`src/rtl/booth_mult_seq.sv`:
```
// Sequential radix-2 Booth multiplier (signed/unsigned) with start/busy/done handshake.
// Optional MULT_EARLY_ZERO_EN: a zero operand skips iteration and completes one cycle after accept.
//
// state | meaning
// IDLE  | waiting for start; hi/lo hold the last product
// RUN   | one Booth iteration per clock until count reaches 1
module booth_mult_seq #(
    parameter int WIDTH = 32
) (
    input  logic             clk,
    input  logic             reset,
    input  logic             start,
    input  logic             signed_mode,
    input  logic [WIDTH-1:0] op_a,
    input  logic [WIDTH-1:0] op_b,
    output logic             busy,
    output logic             done,
    output logic [WIDTH-1:0] hi,
    output logic [WIDTH-1:0] lo
);

    localparam int CW = $clog2(WIDTH + 2);

    typedef enum logic {IDLE, RUN} state_t;

    state_t           state;
    logic [WIDTH+1:0] a_reg;
    logic [WIDTH+1:0] m_reg;
    logic [WIDTH:0]   q_reg;
    logic             qm1;
    logic [CW-1:0]    count;

    logic [WIDTH+1:0] a_ext;
    logic [WIDTH:0]   b_ext;
    logic [WIDTH+1:0] a_sum;
    logic [WIDTH+1:0] a_next;
    logic [WIDTH:0]   q_next;
    logic             accept;
    logic             idle_free;
    logic             zero_hit;
    logic             zero_fire;

    always_comb begin
        a_ext = signed_mode ? {{2{op_a[WIDTH-1]}}, op_a} : {2'b00, op_a};
        b_ext = signed_mode ? {op_b[WIDTH-1], op_b} : {1'b0, op_b};

        a_sum = a_reg;
        case ({q_reg[0], qm1})
            2'b10:   a_sum = a_reg - m_reg;
            2'b01:   a_sum = a_reg + m_reg;
            default: a_sum = a_reg;
        endcase

        // arithmetic right shift of {A,Q,q_-1}; q_-1 takes the old Q0
        a_next = {a_sum[WIDTH+1], a_sum[WIDTH+1:1]};
        q_next = {a_sum[0], q_reg[WIDTH:1]};
    end

`ifdef MULT_EARLY_ZERO_EN
    logic zero_pend;

    assign idle_free = !zero_pend;
    assign zero_hit  = accept && ((op_a == '0) || (op_b == '0));
    assign zero_fire = zero_pend;

    always_ff @(posedge clk) begin
        if (reset) zero_pend <= 1'b0;
        else       zero_pend <= zero_hit;
    end
`else
    assign idle_free = 1'b1;
    assign zero_hit  = 1'b0;
    assign zero_fire = 1'b0;
`endif

    assign accept = (state == IDLE) && start && idle_free;

    always_ff @(posedge clk) begin
        if (reset) begin
            state <= IDLE;
            busy  <= 1'b0;
            done  <= 1'b0;
            hi    <= '0;
            lo    <= '0;
            a_reg <= '0;
            m_reg <= '0;
            q_reg <= '0;
            qm1   <= 1'b0;
            count <= '0;
        end else begin
            done <= 1'b0;
            if (zero_fire) begin
                hi   <= '0;
                lo   <= '0;
                done <= 1'b1;
            end
            case (state)
                IDLE: begin
                    if (accept && !zero_hit) begin
                        a_reg <= '0;
                        m_reg <= a_ext;
                        q_reg <= b_ext;
                        qm1   <= 1'b0;
                        count <= CW'(WIDTH + 1);
                        busy  <= 1'b1;
                        state <= RUN;
                    end
                end
                RUN: begin
                    a_reg <= a_next;
                    q_reg <= q_next;
                    qm1   <= q_reg[0];
                    count <= count - 1'b1;
                    if (count == CW'(1)) begin
                        // product is the low 2*WIDTH bits of {A,Q}
                        hi    <= {a_next[WIDTH-2:0], q_next[WIDTH]};
                        lo    <= q_next[WIDTH-1:0];
                        done  <= 1'b1;
                        busy  <= 1'b0;
                        state <= IDLE;
                    end
                end
                default: state <= IDLE;
            endcase
        end
    end

endmodule
```
`config.mk`:
```
export PLATFORM = sky130hd
export DESIGN_NAME = booth_mult_seq
export DESIGN_NICKNAME = d
export VERILOG_FILES = /design/src/rtl/booth_mult_seq.sv
export SDC_FILE = /design/constraint.sdc
export NUM_CORES = 1
export LEC_CHECK = 0
export CAP_MARGIN = 20
export CORE_MARGIN = 2
export CORE_UTILIZATION = 45
export DETAILED_ROUTE_END_ITERATION = 8
export PLACE_DENSITY = 0.69
export SLEW_MARGIN = 20
export SYNTH_ARGS = -nofsm -noshare
export SYNTH_HDL_FRONTEND = slang
export SYNTH_SLANG_ARGS = --single-unit
```
`constraint.sdc`:
```
create_clock -name clk -period 12.95 [get_ports clk]
set_input_delay 3.885 -clock clk [delete_from_list [all_inputs] [get_ports clk]]
set_output_delay 3.885 -clock clk [all_outputs]
set_load 0.01 [all_outputs]
```
==> results by group, run 1 <==
Outcome
  • Outcome: completed

Setup path
  • Reg2reg start: m_reg[2]
  • Worst reg-to-reg setup slack: 8.15 ns
  • CP startpoint kind: input port
  • Kind of cell adding the most delay to the critical path: buffers and inverters
  • Worst-path fanout max: 34
  • Crit-path cells: buf_2 > buf_4 > nand2b_2 > nand2_1 > a21oi_1
  • CP max stage cell: buf_4
  • Buffers & Inverters on Critical Path: 2
  • FF-to-FF End: hi[24]
  • WS Path Type: input port to register
  • Crit-path max cell delay: 0.57 ns
  • WP data required: 13.23 ns
  • Crit. End Element: register
  • Reg2reg path depth: 15
  • Setup crit start: start
  • WP data arrival: 5.83 ns

Timing
  • Max transition margin: 34.9%
  • Tmin final: 5.54 ns
  • Worst-Margin Slew: around 0.98 ns
  • Fin crit share: 42.8%
  • Setup violators final: 0
  • Final Max Tran Viols: 0
  • Clock skew: 0.0132 ns
  • RSZ-0062 raised after global routing: false
  • Hold slack: 0.456 ns
  • Setup_tns: 0 ns
  • Fmax: 180 MHz
  • Hold Fails Final Rpt: 0

Yosys
  • Post-synth ARST share: 0%
  • Avg Inst Size Synth: 7.68 um2
  • Synth top area cells: dfxtp_1, a21oi_1, nand2_1
  • Seq cells post-synth: roughly 170
  • Syn Nets: 1312
  • Ys Warns: 0
  • Cells after Synth: 1206
  • Post-synthesis sequential area ratio: 37.4%
  • Synth top area share: ~37%
  • Post-synth EDFFs: 0
  • Netlist Area Pre-Place: approximately 9000 um2
  • Top_reg_cell synth: dfxtp_1
  • Post-synth top area cell: dfxtp_1
  • Netlist cell types: 58

Floorplanning
  • Die H: 148 um
  • Die area: 21800 um2
  • Initial Util: 45.8%
  • Die width: 148 um
  • Core area: 20200 um2
  • Io pins: 134
  • Row count: 52

Clock network
  • H-Tree Level Count: 4
  • CTS root buffer: clkbuf_16
  • Max Root-Sink Buffers: 2
  • CTS sink cnt: 173
  • CTS tree: yes
  • Clk slew on worst S/H paths: around 0.080 ns
  • CTS Hold Bufs: 0
  • TritonCTS Buffers: 17
  • Post-cts gate resize count: 0
  • Clk_lat worst skew: 0.44 ns
  • Post-CTS Setup Inserts: 0

GRT
  • Total GRT Usage: 21.7%
  • Initial antenna violation count: 0
  • GR Layer Usage met3: between 3 and 4%
  • First-pass GRT wire length: 38300 um
  • Largest net degree at the start of global routing: 96
  • GR Util met2: between 30% and 40%
  • GR peak layer: met2
  • Met1 Use GR: a little under a third
  • Vias in the first global route: 7639
  • Overflow after GRT: 0

Route
  • WL per Instance: 15.2 um
  • ANT nets after route: 0
  • Detailed-route wire length: 23700 um
  • Residual DRC: 0
  • DRT Pass-1 Iters: 5
  • Vias per std cell: 5.48
  • Initial DRC count: 581
  • DR vias: 8578

Placed design
  • Port-buffer cells: 133
  • HPWL after DPL: 16400 um
  • Inst Count DP: 1534
  • Placed inst area: 10700 um2
  • Gpl congestion: 0.900

Finish
  • Design Area, Final: between 10000 and 15000 um2
  • Area delta synth->final: 21.9%
  • N_diodes: 0
  • Area taken by multi-input logic gates: 5400 um2
  • Commonest non-fill, non-tap cell in the layout: nand2_1
  • Ratio of cells with drive above 1 in the final layout: 4.40%
  • Final instance count without filler cells: 1566
  • Sequential Area: 3470 um2
  • Total Nets Final: 1389
  • Filler cells: 1883
  • Most frequent cells in the layout: nand2_1, a21oi_1, dfxtp_1, nor2_1, clkdlybuf4s50_1

Worst hold path
  • Hold Crit Endpoint: lo[16]
  • Hold path depth: 2
  • Worst Hold Class: register to register
  • Worst hold start: lo[16]

Pwr
  • Worst IR Drop VDD: 99.5 uV
  • Lkg Pwr: between 4 and 5 nW
  • Power Density: roughly 130 nW/um2

Run
  • Maxcap violations: 0
[worst reg2reg max path, cell delays in order (launching register included)]
cell	delay, ns
dfxtp_1	0.37
or4_4	0.55
or4_4	0.45
nor4_4	0.35
a21oi_1	0.14
xor2_1	0.21
ha_1	0.34
and2_1	0.21
a21o_1	0.20
a2111oi_0	0.68
nand2_1	0.11
a21oi_1	0.37
o21ai_0	0.16
xnor2_1	0.14
mux2i_1	0.24
a211oi_1	0.11
[cell usage after synthesis (all sizes together) (3+ instances only)]
cell type	instances
xor2	43
o21ai	36
nor3	30
nand2b	11
nand4	3
nand2	190
nor4	6
and4	3
o31a	3
o31ai	3
or4	5
xnor2	13
clkbuf	72
or3	7
a311oi	24
inv	25
a211oi	15
a31oi	11
nor3b	17
o21bai	4
a21o	17
buf	11
a21oi	182
and3	4
nor2b	6
ha	37
a2111oi	4
dfxtp	173
nand3	10
nor2	159
and2	4
nand3b	7
o211ai	5
mux2i	41
o21a	4
[through the flow]
stage | setup WS [ns] | power [mW] | util (%)
global route | 7.27 | 1.57 | 55.8
floorplan | 7.71 | 0.872 | -
finish | 7.41 | 1.49 | 55.8
detailed placement | 7.00 | 0.978 | 52.8
global placement | 6.63 | 0.973 | 52.8
CTS | 7.43 | 1.50 | 55.8
[power by group]
group | internal [mW] | total (mW) | switching [mW] | leakage [nW]
clock network | 0.263 | 0.520 | 0.257 | 0.297
logic | 0.161 | 0.384 | 0.223 | 2.64
registers | 0.560 | 0.588 | 0.0285 | 1.41
total | 0.983 | 1.49 | 0.508 | 4.35
[kinds of logic (layout without fill, tap and decap cells)]
logic type / Yosys count / in the layout / synth area share [%]
xor+xnor: 56 / 56 / 5.29
buf+inv: 108 / 198 / 4.39
simple gates: 469 / 469 / 22.7
fa+ha+maj: 38 / 38 / 5.21
flops: 173 / 173 / 37.4
mux: 42 / 42 / 4.55
compound gates: 320 / 320 / 20.5
[routing by layer]
layer  vias up  share of wire [%]
met2       231                 43
met5         -                  0
met4         0                2.1
met3        38                4.8
met1      3948                 50
li1       4361                  -
[layout make-up]
cell class | count | share of cell area [%]
multi-input cells | 925 | 47.8
flip-flops and latches | 173 | 30.7
repair buffers | 141 | 12.3
clock buffers | 17 | 3.77
well taps | 270 | 2.99
clock inverters | 15 | 1.62
inverters | 25 | 0.831
[worst max-delay path by stage]
stage,to,slack [ns],cells after the start
after global routing,m_reg[3],7.27,5
after floorplan,q_reg[4],7.71,6
after detailed placement,a_reg[32],7.00,5
after global placement,a_reg[32],6.63,5
final,m_reg[17],7.41,5
after CTS,m_reg[17],7.43,5
Power figures use the tool's default switching activity.
==> run 2, diff against run 1 <==
==> constraint.sdc (replaced) <==
create_clock -name clk -period 5.5 [get_ports clk]
set_input_delay 1.65 -clock clk [delete_from_list [all_inputs] [get_ports clk]]
set_output_delay 1.65 -clock clk [all_outputs]
set_load 0.01 [all_outputs]
==> results by group, run 2 (synthesis gave the netlist of run 1 again) <==
GRT
  • Met1 Use GR: 32.7% (was 31.6%)
  • Vias in the first global route: 7857 (was 7639)
  • GR Util met2: 34.2% (was 32.7%)
  • Total GRT Usage: 22.5% (was 21.7%)
  • Initial antenna violation count: 1 (was 0)
  • First-pass GRT wire length: 39800 um (was 38300 um)
  • Overflow after GRT: 0 (unchanged)
  • GR peak layer: met2 (unchanged)
  • Largest net degree at the start of global routing: 81 (was 96)
  • GR Layer Usage met3: 4.14% (was 3.36%)

Placed design
  • Port-buffer cells: 133 (unchanged)
  • HPWL after DPL: 17200 um (was 16400 um)
  • Placed inst area: 10700 um2 (about the same)
  • Gpl congestion: 0.920 (was 0.900)
  • Inst Count DP: 1536 (was 1534)
  • Dpl ws: 0.948 ns (was 7.00 ns)

Finish
  • Filler cells: 1949 (was 1883)
  • Final core occ: 56.0% (was 55.8%)
  • Most frequent cells in the layout: nand2_1, a21oi_1, dfxtp_1, nor2_1, clkdlybuf4s50_1 (unchanged)
  • Area delta synth->final: 22.3% (was 21.9%)
  • Ratio of cells with drive above 1 in the final layout: 4.47% (was 4.40%)
  • Final instance count without filler cells: 1568 (was 1566)
  • Total Nets Final: 1391 (was 1389)
  • N_diodes: 0 (unchanged)
  • Commonest non-fill, non-tap cell in the layout: nand2_1 (unchanged)
  • Design Area, Final: 11300 um2 (about the same)

Clock network
  • CTS tree: yes (unchanged)
  • Post-CTS Setup Inserts: 0 (unchanged)
  • Max Root-Sink Buffers: 2 (unchanged)
  • Post-cts gate resize count: 0 (unchanged)
  • CTS sink cnt: 173 (unchanged)
  • Clk_lat worst skew: 0.45 ns (was 0.44 ns)
  • Clk slew on worst S/H paths: 0.08 ns (about the same)
  • TritonCTS Buffers: 17 (unchanged)
  • CTS root buffer: clkbuf_16 (unchanged)
  • H-Tree Level Count: 4 (unchanged)
  • CTS Hold Bufs: 0 (unchanged)

Worst hold path
  • Worst Hold Class: register to register (unchanged)

Floorplanning
  • Die width: 148 um (unchanged)
  • Core area: 20200 um2 (unchanged)
  • Io pins: 134 (unchanged)
  • Initial Util: 45.8% (unchanged)
  • Die H: 148 um (unchanged)
  • Die area: 21800 um2 (unchanged)
  • Row count: 52 (unchanged)

Timing
  • Fin crit share: 84.1%
  • Hold Fails Final Rpt: 0 (unchanged)
  • Worst-Margin Slew: 0.984 ns (was 0.977 ns)
  • Setup_tns: 0 ns (unchanged)
  • Setup violators final: 0 (unchanged)
  • Hold slack: 0.455 ns (was 0.456 ns)
  • Fmax: 216 MHz
  • Max transition margin: 34.4% (was 34.9%)
  • RSZ-0062 raised after global routing: false (unchanged)
  • Final Max Tran Viols: 0 (unchanged)
  • Tmin final: approximately 4.6 ns
  • Final WS setup: 0.874 ns (was 7.41 ns)
  • Clock skew: 0.0130 ns (was 0.0132 ns)

Pwr
  • Tot Pwr: 3.55 mW (was 1.49 mW)
  • Sw frac: 34.4% (was 34.1%)
  • Sequential share of power: 39.1% (was 39.4%)
  • Clk pwr share: 35.5% (was 34.8%)
  • Pint: 2.33 mW (was 983 uW)
  • Lkg Pwr: 4.37 nW (was 4.35 nW)
  • Psw: 1.22 mW (was 508 uW)
  • Comb power frac: 25.4% (was 25.7%)
  • Power Density: 313 nW/um2 (was 132 nW/um2)
  • Worst IR Drop VDD: 205 uV (was 99.5 uV)

Setup path
  • Buffers & Inverters on Critical Path: 0 (was 2)
  • Worst reg-to-reg setup slack: 0.87 ns (was 8.15 ns)
  • CP Capture Point: a_reg[29] (was m_reg[17])
  • CP startpoint kind: register (was input port)
  • WS Path Type: register to register (was input port to register)
  • FF-to-FF End: a_reg[29] (was hi[24])
  • Reg2reg start: m_reg[2] (unchanged)
  • Crit-path cells: or4_4 > or4_4 > nor4_4 > a21oi_1 > xor2_1 > ha_1 > and2_1 > a21o_1 > a2111oi_0 > and3b_1 > o21ai_0 > a31oi_1 > xnor2_1 > nand2_1 > a311oi_1 (was buf_2 > buf_4 > nand2b_2 > nand2_1 > a21oi_1)
  • CP max stage cell: or4_4 (was buf_4)
  • Setup crit start: m_reg[2] (was start)
  • WP data arrival: 4.97 ns (was 5.83 ns)
  • WP depth: 15 (was 5)
  • Kind of cell adding the most delay to the critical path: simple AND/OR/NAND/NOR gates (was buffers and inverters)
  • Worst-path fanout max: 6 (was 34)
  • WP data required: 5.85 ns (was 13.23 ns)
  • Crit. End Element: register (unchanged)
  • Crit-path most repeated cell: or4_4
  • Reg2reg path depth: 15 (unchanged)
  • Crit-path max cell delay: 0.54 ns (was 0.57 ns)

Outcome
  • Outcome: completed (unchanged)

Route
  • WL per Instance: 15.6 um (was 15.2 um)
  • Initial DRC count: 612 (was 581)
  • DRT Pass-1 Iters: 5 (unchanged)
  • Detailed-route wire length: 24400 um (was 23700 um)
  • DR vias: 8526 (was 8578)
  • Vias per std cell: 5.44 (was 5.48)
  • ANT nets after route: 0 (unchanged)
  • Residual DRC: 0 (unchanged)

Run
  • Maxcap violations: 0 (unchanged)
[run 2: layer usage]
layer / up-vias / wire length, um
li1: 4355 / -
met1: 3939 / 12300
met2: 207 / 10700
met3: 25 / 1050
met4: 0 / 359
met5: - / 0
[run 2: power groups by stage]
stage	Sequential [mW]	Combinational, mW	Clock, mW
2_1_floorplan	1.39	0.658	0
3_3_place_gp	1.41	0.890	0
3_5_place_dp	1.42	0.891	0
4_1_cts	1.39	0.898	1.28
5_1_grt	1.40	1.01	1.34
6_report	1.39	0.903	1.26
[run 2: layout make-up]
cell class / instances / area, um2 / area share [%]
clock inverter: 15 / 214 / 1.89
inverter: 25 / 93.8 / 0.828
clock buffer: 17 / 425 / 3.75
sequential: 173 / 3470 / 30.6
tap: 270 / 338 / 2.98
multi-input combinational: 925 / 5400 / 47.6
timing repair buffer: 143 / 1400 / 12.3
[run 2: how the worst min path moves through the flow]
stage | startpoint | to | slack (ns) | depth (start not counted)
after floorplan | m_reg[28] | m_reg[28] | 0.44 | 2
after global placement | lo[30] | lo[30] | 0.44 | 2
after detailed placement | lo[15] | lo[15] | 0.45 | 2
after CTS | lo[25] | lo[25] | 0.46 | 2
after global routing | lo[30] | lo[30] | 0.47 | 2
final | lo[16] | lo[16] | 0.46 | 2
[run 2: worst register-to-register path, delay by kind of cell (launching register included)]
kind / cells / cell delay, ns
AO/OA/AOI/OAI: 6 / 1.55
AND/OR/NAND/NOR: 6 / 1.93
adder cells (fa/ha/maj): 1 / 0.36
flip-flops: 1 / 0.36
XOR/XNOR: 2 / 0.34
